**src/rtl/sdu_pkg.sv**
```systemverilog
// rtl/sdu_pkg.sv - shared types and constants for the SDU receive front end
package sdu_pkg;

  localparam int DEF_OS         = 16;
  localparam int DEF_FIFO_DEPTH = 4;

  // Bit-phase taps for the 3-sample vote; the last tap is where the bit is decided.
  localparam int TAP_A = 7;
  localparam int TAP_B = 8;
  localparam int TAP_C = 9;

  typedef enum logic [2:0] {
    IDLE,
    START,
    DATA,
    STOP,
    WAIT_IDLE
  } state_t;

  function automatic logic maj3(input logic a, input logic b, input logic c);
    return (a & b) | (a & c) | (b & c);
  endfunction

endpackage

```
**src/rtl/sdu_rx_frontend_if.sv**
```systemverilog
// rtl/sdu_rx_frontend_if.sv - serial line in, byte stream out with vld/rdy handshake
interface sdu_rx_frontend_if;

  logic       rxd;
  logic [7:0] d_rx;
  logic       vld_rx;
  logic       rdy_rx;
  logic       frm_err;
  logic       ovf;

  modport master (
    input  rxd,
    input  rdy_rx,
    output d_rx,
    output vld_rx,
    output frm_err,
    output ovf
  );

  modport slave (
    output rxd,
    output rdy_rx,
    input  d_rx,
    input  vld_rx,
    input  frm_err,
    input  ovf
  );

endinterface

```
**src/rtl/sdu_byte_fifo.sv**
```systemverilog
// rtl/sdu_byte_fifo.sv - first-word fall-through byte buffer with drop-on-full overflow pulse
module sdu_byte_fifo #(
  parameter int DEPTH = 4
) (
  input  logic       clk,
  input  logic       rstn,
  input  logic       i_push,
  input  logic [7:0] i_push_data,
  output logic       o_ovf,
  output logic       o_vld,
  output logic [7:0] o_data,
  input  logic       i_rdy
);

  localparam int AW  = $clog2(DEPTH);
  localparam int CNW = $clog2(DEPTH + 1);
  localparam logic [CNW-1:0] C_FULL = CNW'(DEPTH);

  logic [7:0]     r_mem [DEPTH];
  logic [AW-1:0]  r_wr;
  logic [AW-1:0]  r_rd;
  logic [CNW-1:0] r_count;
  logic           r_ovf;

  logic w_empty;
  logic w_pop;
  logic w_push_ok;

  assign w_empty   = (r_count == '0);
  assign w_pop     = !w_empty && i_rdy;
  // A pop in the same cycle frees the slot, so a full buffer still accepts the push.
  assign w_push_ok = i_push && ((r_count != C_FULL) || w_pop);

  always_ff @(posedge clk or negedge rstn) begin
    if (!rstn) begin
      r_wr    <= '0;
      r_rd    <= '0;
      r_count <= '0;
      r_ovf   <= 1'b0;
    end else begin
      r_ovf <= i_push && !w_push_ok;
      if (w_push_ok) r_wr <= r_wr + 1'b1;
      if (w_pop)     r_rd <= r_rd + 1'b1;
      case ({w_push_ok, w_pop})
        2'b10:   r_count <= r_count + 1'b1;
        2'b01:   r_count <= r_count - 1'b1;
        default: r_count <= r_count;
      endcase
    end
  end

  always_ff @(posedge clk) begin
    if (w_push_ok) r_mem[r_wr] <= i_push_data;
  end

  assign o_vld  = !w_empty;
  assign o_data = w_empty ? 8'h00 : r_mem[r_rd];
  assign o_ovf  = r_ovf;

endmodule

```
**src/rtl/sdu_rx_frontend.sv**
```systemverilog
// rtl/sdu_rx_frontend.sv - 8N1 oversampling UART receiver feeding a small byte FIFO
module sdu_rx_frontend
  import sdu_pkg::*;
#(
  parameter int OS         = DEF_OS,
  parameter int FIFO_DEPTH = DEF_FIFO_DEPTH
) (
  input  logic             clk,
  input  logic             rstn,
  sdu_rx_frontend_if.master rx
);

  localparam int CW = $clog2(OS);
  localparam logic [CW-1:0] C_LAST = CW'(OS - 1);
  localparam logic [CW-1:0] C_A    = CW'(TAP_A);
  localparam logic [CW-1:0] C_B    = CW'(TAP_B);
  localparam logic [CW-1:0] C_C    = CW'(TAP_C);

  state_t        r_state;
  logic [CW-1:0] r_cnt;
  logic [2:0]    r_bit;
  logic          r_sync1;
  logic          r_sync2;
  logic          r_s_a;
  logic          r_s_b;
  logic [7:0]    r_shift;
  logic          r_frm_err;

  logic          w_maj;
  logic          w_decide;
  logic          w_last;
  logic [CW-1:0] w_cnt_next;
  logic          w_push;

  assign w_maj      = maj3(r_s_a, r_s_b, r_sync2);
  assign w_decide   = (r_cnt == C_C);
  assign w_last     = (r_cnt == C_LAST);
  assign w_cnt_next = w_last ? '0 : r_cnt + 1'b1;
  // Push straight from the stop decision so the byte is visible the very next cycle.
  assign w_push     = (r_state == STOP) && w_decide && w_maj;

  always_ff @(posedge clk or negedge rstn) begin
    if (!rstn) begin
      r_state   <= IDLE;
      r_cnt     <= '0;
      r_bit     <= '0;
      r_sync1   <= 1'b1;
      r_sync2   <= 1'b1;
      r_s_a     <= 1'b1;
      r_s_b     <= 1'b1;
      r_shift   <= '0;
      r_frm_err <= 1'b0;
    end else begin
      r_sync1   <= rx.rxd;
      r_sync2   <= r_sync1;
      r_frm_err <= 1'b0;
      if (r_cnt == C_A) r_s_a <= r_sync2;
      if (r_cnt == C_B) r_s_b <= r_sync2;
      case (r_state)
        IDLE: begin
          r_cnt <= '0;
          if (!r_sync2) r_state <= START;
        end
        START: begin
          r_cnt <= w_cnt_next;
          if (w_decide && w_maj) begin
            r_state <= IDLE;
            r_cnt   <= '0;
          end else if (w_last) begin
            r_state <= DATA;
            r_bit   <= '0;
          end
        end
        DATA: begin
          r_cnt <= w_cnt_next;
          if (w_decide) r_shift <= {w_maj, r_shift[7:1]};
          if (w_last) begin
            if (r_bit == 3'd7) r_state <= STOP;
            else               r_bit   <= r_bit + 1'b1;
          end
        end
        STOP: begin
          r_cnt <= w_cnt_next;
          if (w_decide) begin
            r_cnt <= '0;
            if (w_maj) begin
              r_state <= IDLE;
            end else begin
              r_frm_err <= 1'b1;
              r_state   <= WAIT_IDLE;
            end
          end
        end
        WAIT_IDLE: begin
          r_cnt <= '0;
          if (r_sync2) r_state <= IDLE;
        end
        default: begin
          r_state <= IDLE;
          r_cnt   <= '0;
        end
      endcase
    end
  end

  sdu_byte_fifo #(
    .DEPTH(FIFO_DEPTH)
  ) u_fifo (
    .clk        (clk),
    .rstn       (rstn),
    .i_push     (w_push),
    .i_push_data(r_shift),
    .o_ovf      (rx.ovf),
    .o_vld      (rx.vld_rx),
    .o_data     (rx.d_rx),
    .i_rdy      (rx.rdy_rx)
  );

  assign rx.frm_err = r_frm_err;

endmodule

```
**src/flat_wrapper.sv**
```systemverilog
// flat-port wrapper written by rule: the top's interface ports become plain ports
module sdu_rx_frontend_flat import sdu_pkg::*;
#(
  parameter int OS         = DEF_OS,
  parameter int FIFO_DEPTH = DEF_FIFO_DEPTH
)
  (clk, rstn, rx_rxd, rx_rdy_rx, rx_d_rx, rx_vld_rx, rx_frm_err, rx_ovf);
  sdu_rx_frontend_if rx_i ();
  input  logic clk;
  input  logic rstn;
  input wire logic [$bits(rx_i.rxd)-1:0] rx_rxd;
  input wire logic [$bits(rx_i.rdy_rx)-1:0] rx_rdy_rx;
  output wire logic [$bits(rx_i.d_rx)-1:0] rx_d_rx;
  output wire logic [$bits(rx_i.vld_rx)-1:0] rx_vld_rx;
  output wire logic [$bits(rx_i.frm_err)-1:0] rx_frm_err;
  output wire logic [$bits(rx_i.ovf)-1:0] rx_ovf;
  assign rx_i.rxd = rx_rxd;
  assign rx_i.rdy_rx = rx_rdy_rx;
  assign rx_d_rx = rx_i.d_rx;
  assign rx_vld_rx = rx_i.vld_rx;
  assign rx_frm_err = rx_i.frm_err;
  assign rx_ovf = rx_i.ovf;
  sdu_rx_frontend #(.OS(OS), .FIFO_DEPTH(FIFO_DEPTH)) u_core (.clk(clk), .rstn(rstn), .rx(rx_i));
endmodule
```
**config.mk**
```make
export PLATFORM = sky130hd
export DESIGN_NAME = sdu_rx_frontend_flat
export DESIGN_NICKNAME = d
export VERILOG_FILES = /design/src/rtl/sdu_pkg.sv /design/src/rtl/sdu_rx_frontend_if.sv /design/src/rtl/sdu_byte_fifo.sv /design/src/rtl/sdu_rx_frontend.sv /design/src/flat_wrapper.sv
export SDC_FILE = /design/constraint.sdc
export NUM_CORES = 1
export LEC_CHECK = 0
export ABC_CLOCK_PERIOD_IN_PS = 3050
export CORE_ASPECT_RATIO = 1.2
export CORE_MARGIN = 4
export CORE_UTILIZATION = 40
export DETAILED_ROUTE_END_ITERATION = 8
export PLACE_DENSITY = 0.69
export SLEW_MARGIN = 20
export SYNTH_ARGS = -nofsm -noshare
export SYNTH_HDL_FRONTEND = slang
export SYNTH_SLANG_ARGS = --single-unit
export TNS_END_PERCENT = 100
```
**constraint.sdc**
```tcl
create_clock -name clk -period 3.05 [get_ports clk]
set_input_delay 0.305 -clock clk [delete_from_list [all_inputs] [get_ports clk]]
set_output_delay 0.305 -clock clk [all_outputs]
set_load 0.03 [all_outputs]
```
==> results of run 1 <==
[per-stage QoR]
| step | cells | worst slack (ps) | cell area, um2 | hold slack (ps) |
|---|---|---|---|---|
| finish | 311 | 368.0 | 3242 | 354.8 |
| global route | 311 | 232.3 | 3242 | 367.6 |
| CTS | 311 | 305.0 | 3242 | 358.2 |
| detailed placement | 295 | 647.3 | 3039 | 352.5 |
| global placement | 295 | 690.5 | 3039 | 354.5 |
| floorplan | 204 | 836.3 | 2844 | 9.409 |
[cell usage after synthesis (all sizes together) (2+ instances only)]
cell | instances | share of area, %
dfstp | 4 | 3.7
xnor2 | 5 | 1.5
and3 | 2 | 0.62
dfrtp | 27 | 24
buf | 7 | 1.8
nand4 | 2 | 0.44
and4 | 2 | 0.62
o21ai | 6 | 1.1
nor2b | 2 | 0.44
nand3 | 4 | 0.70
mux2i | 3 | 1.1
edfxtp | 32 | 34
nand3b | 3 | 0.79
clkbuf | 5 | 0.66
mux2 | 10 | 4.0
nand2 | 10 | 1.3
ha | 9 | 4.0
inv | 11 | 1.5
and2 | 12 | 2.6
mux4 | 8 | 6.3
o31ai | 2 | 0.53
nor3 | 4 | 0.70
and3b | 3 | 0.92
nor2 | 11 | 1.5
a31oi | 4 | 0.88
nor3b | 3 | 0.79
[layout by cell type (no fill, tap or decap), drive strengths merged, types with 5 or more instances in the layout]
cell type	n
ha	9
edfxtp	32
nor2	11
inv	14
dfrtp	27
clkdlybuf4s50	14
o21ai	6
mux4	8
and2	12
xnor2	5
mux2	10
clkbuf	9
nand2	10
[final cells by class]
type                       count  area share (%)
clock buffer                   9           3.821
tap                           87           3.358
multi-input combinational    118           30.61
sequential                    63           53.72
inverter                      11           1.274
timing repair buffer          16           4.786
clock inverter                 7           2.431
[metal layers]
layer,vias to the layer above,GRT usage [%],routed length (um)
met5,-,0,0
met4,0,5.116,71
met3,7,3.202,204
met2,36,17.46,2098
met1,759,15.80,1980
li1,777,-,-
[cells by family after synthesis]
kind of cell	count (synthesis)
mux	21
fa+ha+maj	11
simple gates	60
xor+xnor	5
compound gates	21
flops	63
buf+inv	23
[worst max-delay path by stage]
stage	from	to	slack [ps]
2_1_floorplan	u_core.u_fifo.r_count[1]	u_core.u_fifo.r_count[1]	840
3_3_place_gp	u_core.r_cnt[1]	u_core.u_fifo.r_count[1]	690
3_5_place_dp	u_core.r_cnt[1]	u_core.u_fifo.r_count[1]	650
4_1_cts	u_core.u_fifo.r_rd[0]	rx_d_rx[0]	300
5_1_grt	u_core.u_fifo.r_rd[0]	rx_d_rx[3]	230
6_report	u_core.u_fifo.r_rd[0]	rx_d_rx[3]	370
[where the power goes]
part	switching, mW	total [mW]	internal (mW)
sequential	0.151	1.14	0.986
combinational	0.437	0.854	0.417
clock	0.338	0.723	0.385
total	0.926	2.71	1.79
[state kept, by name, indices dropped and copies added, names as in the netlist]
| signal | count |
|---|---|
| u_core.u_fifo.r_count | 3 |
| u_core.r_s_b | 1 |
| u_core.r_shift | 8 |
| u_core.u_fifo.r_mem | 32 |
| u_core.u_fifo.r_rd | 2 |
| u_core.r_sync2 | 1 |
| u_core.r_sync1 | 1 |
| u_core.r_cnt | 4 |
| u_core.r_s_a | 1 |
| u_core.u_fifo.r_wr | 2 |
| u_core.r_state | 3 |
| u_core.u_fifo.o_ovf | 1 |
| u_core.r_bit | 3 |
| u_core.rx.frm_err | 1 |
[worst max-delay path, cell delays in order, from the launching register on]
cell                              delay (ps)
sky130_fd_sc_hd__dfrtp_1                 720
sky130_fd_sc_hd__mux4_2                  580
sky130_fd_sc_hd__and2_1                  170
sky130_fd_sc_hd__clkdlybuf4s50_1         580
==> impl_metrics.ini, run 1 <==
[outcome]
status = finished, final reports clean

[final_layout]
fill_cells = 612
final_core_utilization_pct = 47.02
final_net_count = 233
seq_area_mm2 = 0.001742
diodes = 0
multi_input_comb_area_um2 = 992.2
areaGrowthSynthToFinish_pct = 13.99
drive_above_1_share_pct = 18.30

[sta]
report.final.slew_viol_count = 0
finalHoldViolations = 0
fin_worst_skew_ps = 9.358
totalNegativeSetupSlack_ps = 0
timing.slew.headroom_pct = 60.83
unrepaired_setup_endpoints_after_global_routing = no
max_clock_freq_mhz = 372.8
worstMarginPinSlew_ps = 587.6
timing.final.crit_share_pct = 87.94
min_period_ps = 2682
report.final.setup_viol = 0

[clocking]
cts_hold_buf = 0
max-clock-path-buffers = 2
htreeDepth = 3
clk_latency_ps = 340
post_cts.resized_instances = 0
worst_setup_hold_path_clk_slew_ps = 70
tritoncts_clock_tree = done
tritoncts_num_sinks = 63
cts_made_buffers = 9
cts.root.buffer_cell = sky130_fd_sc_hd__clkbuf_8
cts_setup_buffers = 0

[floorplanning]
dieArea_mm2 = 0.008529
floorplan.die.height_um = 100.4
fp-row-count = 33
coreArea_mm2 = 0.006895
initial_core_util_pct = 41.24
pin_count = 15
floorplan.die.width_um = 84.98

[synth]
synthesis.instances = 204
synthesis.area_mm2 = 0.002844
synth.yosys.seq_area_share_pct = 61.24
synth_compound_area_share_pct = 5.059
yosys.cell_types.count = 43
syn_nets = 218
yosys.area_share.xor_xnor_pct = 1.540
share_of_synthesized_registers_carrying_an_async_set_or_reset_pct = 49.21
synth_enable_flop_cells = 32
postSynth.topFlopCell = sky130_fd_sc_hd__edfxtp_1
yosys_register_bits = 63
synth_adder_area_share_pct = 5.015
synthesis.area_per_instance_um2 = 13.94
yosysWarningCount = 0
synth_simple_gate_area_share_pct = 11.92
synth_top_family_by_area = simple AND/OR/NAND/NOR gates
synthMuxAreaShare_pct = 11.35

[worst_setup_path]
regToRegSetupSlack_ps = 620
rr_endpoint = u_core.u_fifo.r_count[1]
required_ps = 2740
worst-setup-path-type = reg2out
reg2reg_depth = 8
startpoint_type = flop
critical_path.endpoint_type = primary output
critical_path_peak_fanout = 10
cp.arrival_ps = 2380
regToRegStartpoint = u_core.r_cnt[1]

[pwr]
irDropWorstVdd_mv = 0.4653
p_leak_nw = 1.251
fin_total_pwr_mw = 2.714
pwr_density_cell_mw_per_mm2 = 837.2

[placement]
placement.io_buffers = 14
gpl.final_weighted_congestion = 0.7824
detailedPlacementHpwl_mm = 3.045

[routing]
post_drt_via_cell_ratio = 5.077
detailedRoute.firstPassIterationCount = 4
post-route-drc-count = 0
ant_nets = 0
drtIter0Drc = 86
post_drt_wl_per_cell_um = 14.00
routed_wl_mm = 4.354
vias = 1579

[job]
max-cap-violations = 0

[global_route]
globalRoute.totalOverflow = 0
number_of_antenna_violations_at_the_first_check_in_global_routing = 0
gr-usage-all-layers_pct = 11.63
grt_pass1_vias = 1519
grt_start_max_net_pins = 32
global_route_wire_length_before_repair_mm = 7.707

[hold_path]
worst_hold_path_type = in2async
Note: power is estimated with default switching activity, not from simulation.
==> run 2: changes to the inputs <==
--- a/config.mk
+++ b/config.mk
@@ -8,9 +8,9 @@
 export ABC_CLOCK_PERIOD_IN_PS = 3050
 export CORE_ASPECT_RATIO = 1.2
 export CORE_MARGIN = 4
-export CORE_UTILIZATION = 40
+export CORE_UTILIZATION = 35
 export DETAILED_ROUTE_END_ITERATION = 8
-export PLACE_DENSITY = 0.69
+export PLACE_DENSITY = 0.63
 export SLEW_MARGIN = 20
 export SYNTH_ARGS = -nofsm -noshare
 export SYNTH_HDL_FRONTEND = slang
==> impl_metrics.ini, run 2 (same netlist as run 1, synthesis figures left out) <==
[placement]
dpl_cell_area_mm2 = 0.003038
detailedPlacementHpwl_mm = 3.224
placement.io_buffers = 14
pre_cts_ws_ps = 604.5
place.detailed.instances = 299
gpl.final_weighted_congestion = 0.8587

[worst_setup_path]
critical_path_peak_fanout = 10
cp.arrival_ps = 2390
regToRegSetupSlack_ps = 590
regToRegStartpoint = u_core.r_cnt[1]
critical_path.endpoint_type = primary output
worst-setup-path-type = reg2out
startpoint_type = flop
rr_endpoint = u_core.u_fifo.r_count[1]
reg2reg_depth = 8
required_ps = 2740
crit_start = u_core.u_fifo.r_rd[0]

[global_route]
number_of_antenna_violations_at_the_first_check_in_global_routing = 0
grt_start_max_net_pins = 32
globalRoute.totalOverflow = 0
gr-usage-all-layers_pct = 10.72
grt_pass1_vias = 1623
global_route_wire_length_before_repair_mm = 8.114

[routing]
drtIter0Drc = 89
post-route-drc-count = 0
ant_nets = 0
detailedRoute.firstPassIterationCount = 4
post_drt_via_cell_ratio = 5.041
vias = 1588
routed_wl_mm = 4.706
post_drt_wl_per_cell_um = 14.94

[clocking]
htreeDepth = 3
clk_latency_ps = 340
tritoncts_num_sinks = 63
tritoncts_clock_tree = done
max-clock-path-buffers = 2
worst_setup_hold_path_clk_slew_ps = 70
cts_hold_buf = 0
cts.root.buffer_cell = sky130_fd_sc_hd__clkbuf_8
cts_made_buffers = 9
cts_setup_buffers = 0
post_cts.resized_instances = 0

[floorplanning]
dieArea_mm2 = 0.009638
fp-row-count = 35
floorplan.die.width_um = 90.29
coreArea_mm2 = 0.007795
pin_count = 15
initial_core_util_pct = 36.48
floorplan.die.height_um = 106.7

[final_layout]
largest_register_ffs = 32
diodes = 0
layout_commonest_cell = sky130_fd_sc_hd__edfxtp_1
leading_registers_by_flop_count = u_core.u_fifo.r_mem x32, u_core.r_shift x8, u_core.r_cnt x4
drive_above_1_share_pct = 17.49
postLayoutCellArea_mm2 = 0.003257
final_core_utilization_pct = 41.78
final_net_count = 232
final_cell_count_without_fillers = 315
mostFrequentLayoutCells = sky130_fd_sc_hd__edfxtp_1, sky130_fd_sc_hd__dfrtp_1, sky130_fd_sc_hd__clkdlybuf4s50_1
areaGrowthSynthToFinish_pct = 14.52
top_register = u_core.u_fifo.r_mem

[sta]
unrepaired_setup_endpoints_after_global_routing = no
timing.slew.headroom_pct = 60.66
totalNegativeSetupSlack_ps = 0
min_period_ps = 2690
report.final.slew_viol_count = 0
timing.final.crit_share_pct = 88.21
worstMarginPinSlew_ps = 590.1
hold-worst-slack_ps = 353.1
fin_worst_skew_ps = 9.399
finalHoldViolations = 0
timing.final.ws_setup_ps = 359.6
max_clock_freq_mhz = 371.7
report.final.setup_viol = 0

[pwr]
irDropWorstVdd_mv = 0.4802
fin_total_pwr_mw = 2.796
pwr_density_cell_mw_per_mm2 = 858.3
p_leak_nw = 1.264

[hold_path]
worst_hold_path_type = in2async

[job]
max-cap-violations = 0

[outcome]
status = finished, final reports clean
[run 2: cell types whose count changed in the layout (fill, tap and decap cells not counted), sizes merged]
| cell | delta |
|---|---|
| buf | -1 |
| bufinv | +1 |
| clkinv | +4 |
| clkinvlp | -3 |
| inv | -2 |
[run 2: final cells by class]
| class | count | area [um2] |
|---|---|---|
| Sequential cell | 63 | 1742 |
| Inverter | 11 | 41.29 |
| Timing Repair Buffer | 15 | 147.6 |
| Tap cell | 92 | 115.1 |
| Multi-Input combinational cell | 118 | 992.2 |
| Fill cell | 729 | 4538 |
| Clock buffer | 9 | 123.9 |
| Clock inverter | 7 | 95.09 |
[run 2: how the worst max path moves through the flow]
stage | end | cells after the start | slack, ps
global placement | rx_d_rx[3] | 3 | 660
floorplan | u_core.u_fifo.r_count[1] | 7 | 840
CTS | rx_d_rx[3] | 3 | 290
finish | rx_d_rx[3] | 3 | 360
global route | rx_d_rx[3] | 3 | 210
detailed placement | u_core.u_fifo.r_mem[1][1] | 6 | 600
[run 2: worst max-delay path, cell delays in order (launching register included)]
cell,delay (ps)
sky130_fd_sc_hd__dfrtp_1,720
sky130_fd_sc_hd__mux4_2,580
sky130_fd_sc_hd__and2_1,170
sky130_fd_sc_hd__clkdlybuf4s50_1,590
[run 2: where the power goes]
group / switching (mW) / leakage [nW] / internal [mW]
logic: 0.449 / 0.484 / 0.416
clock network: 0.329 / 0.111 / 0.461
registers: 0.155 / 0.669 / 0.986
total: 0.932 / 1.26 / 1.86
[run 2: routing by layer]
metal | track usage, % | wire (um) | up-vias
met5 | 0 | 0 | -
met4 | 5.033 | 98 | 0
met3 | 3.368 | 168 | 9
met2 | 17.51 | 2345 | 21
met1 | 12.95 | 2093 | 792
li1 | - | - | 766
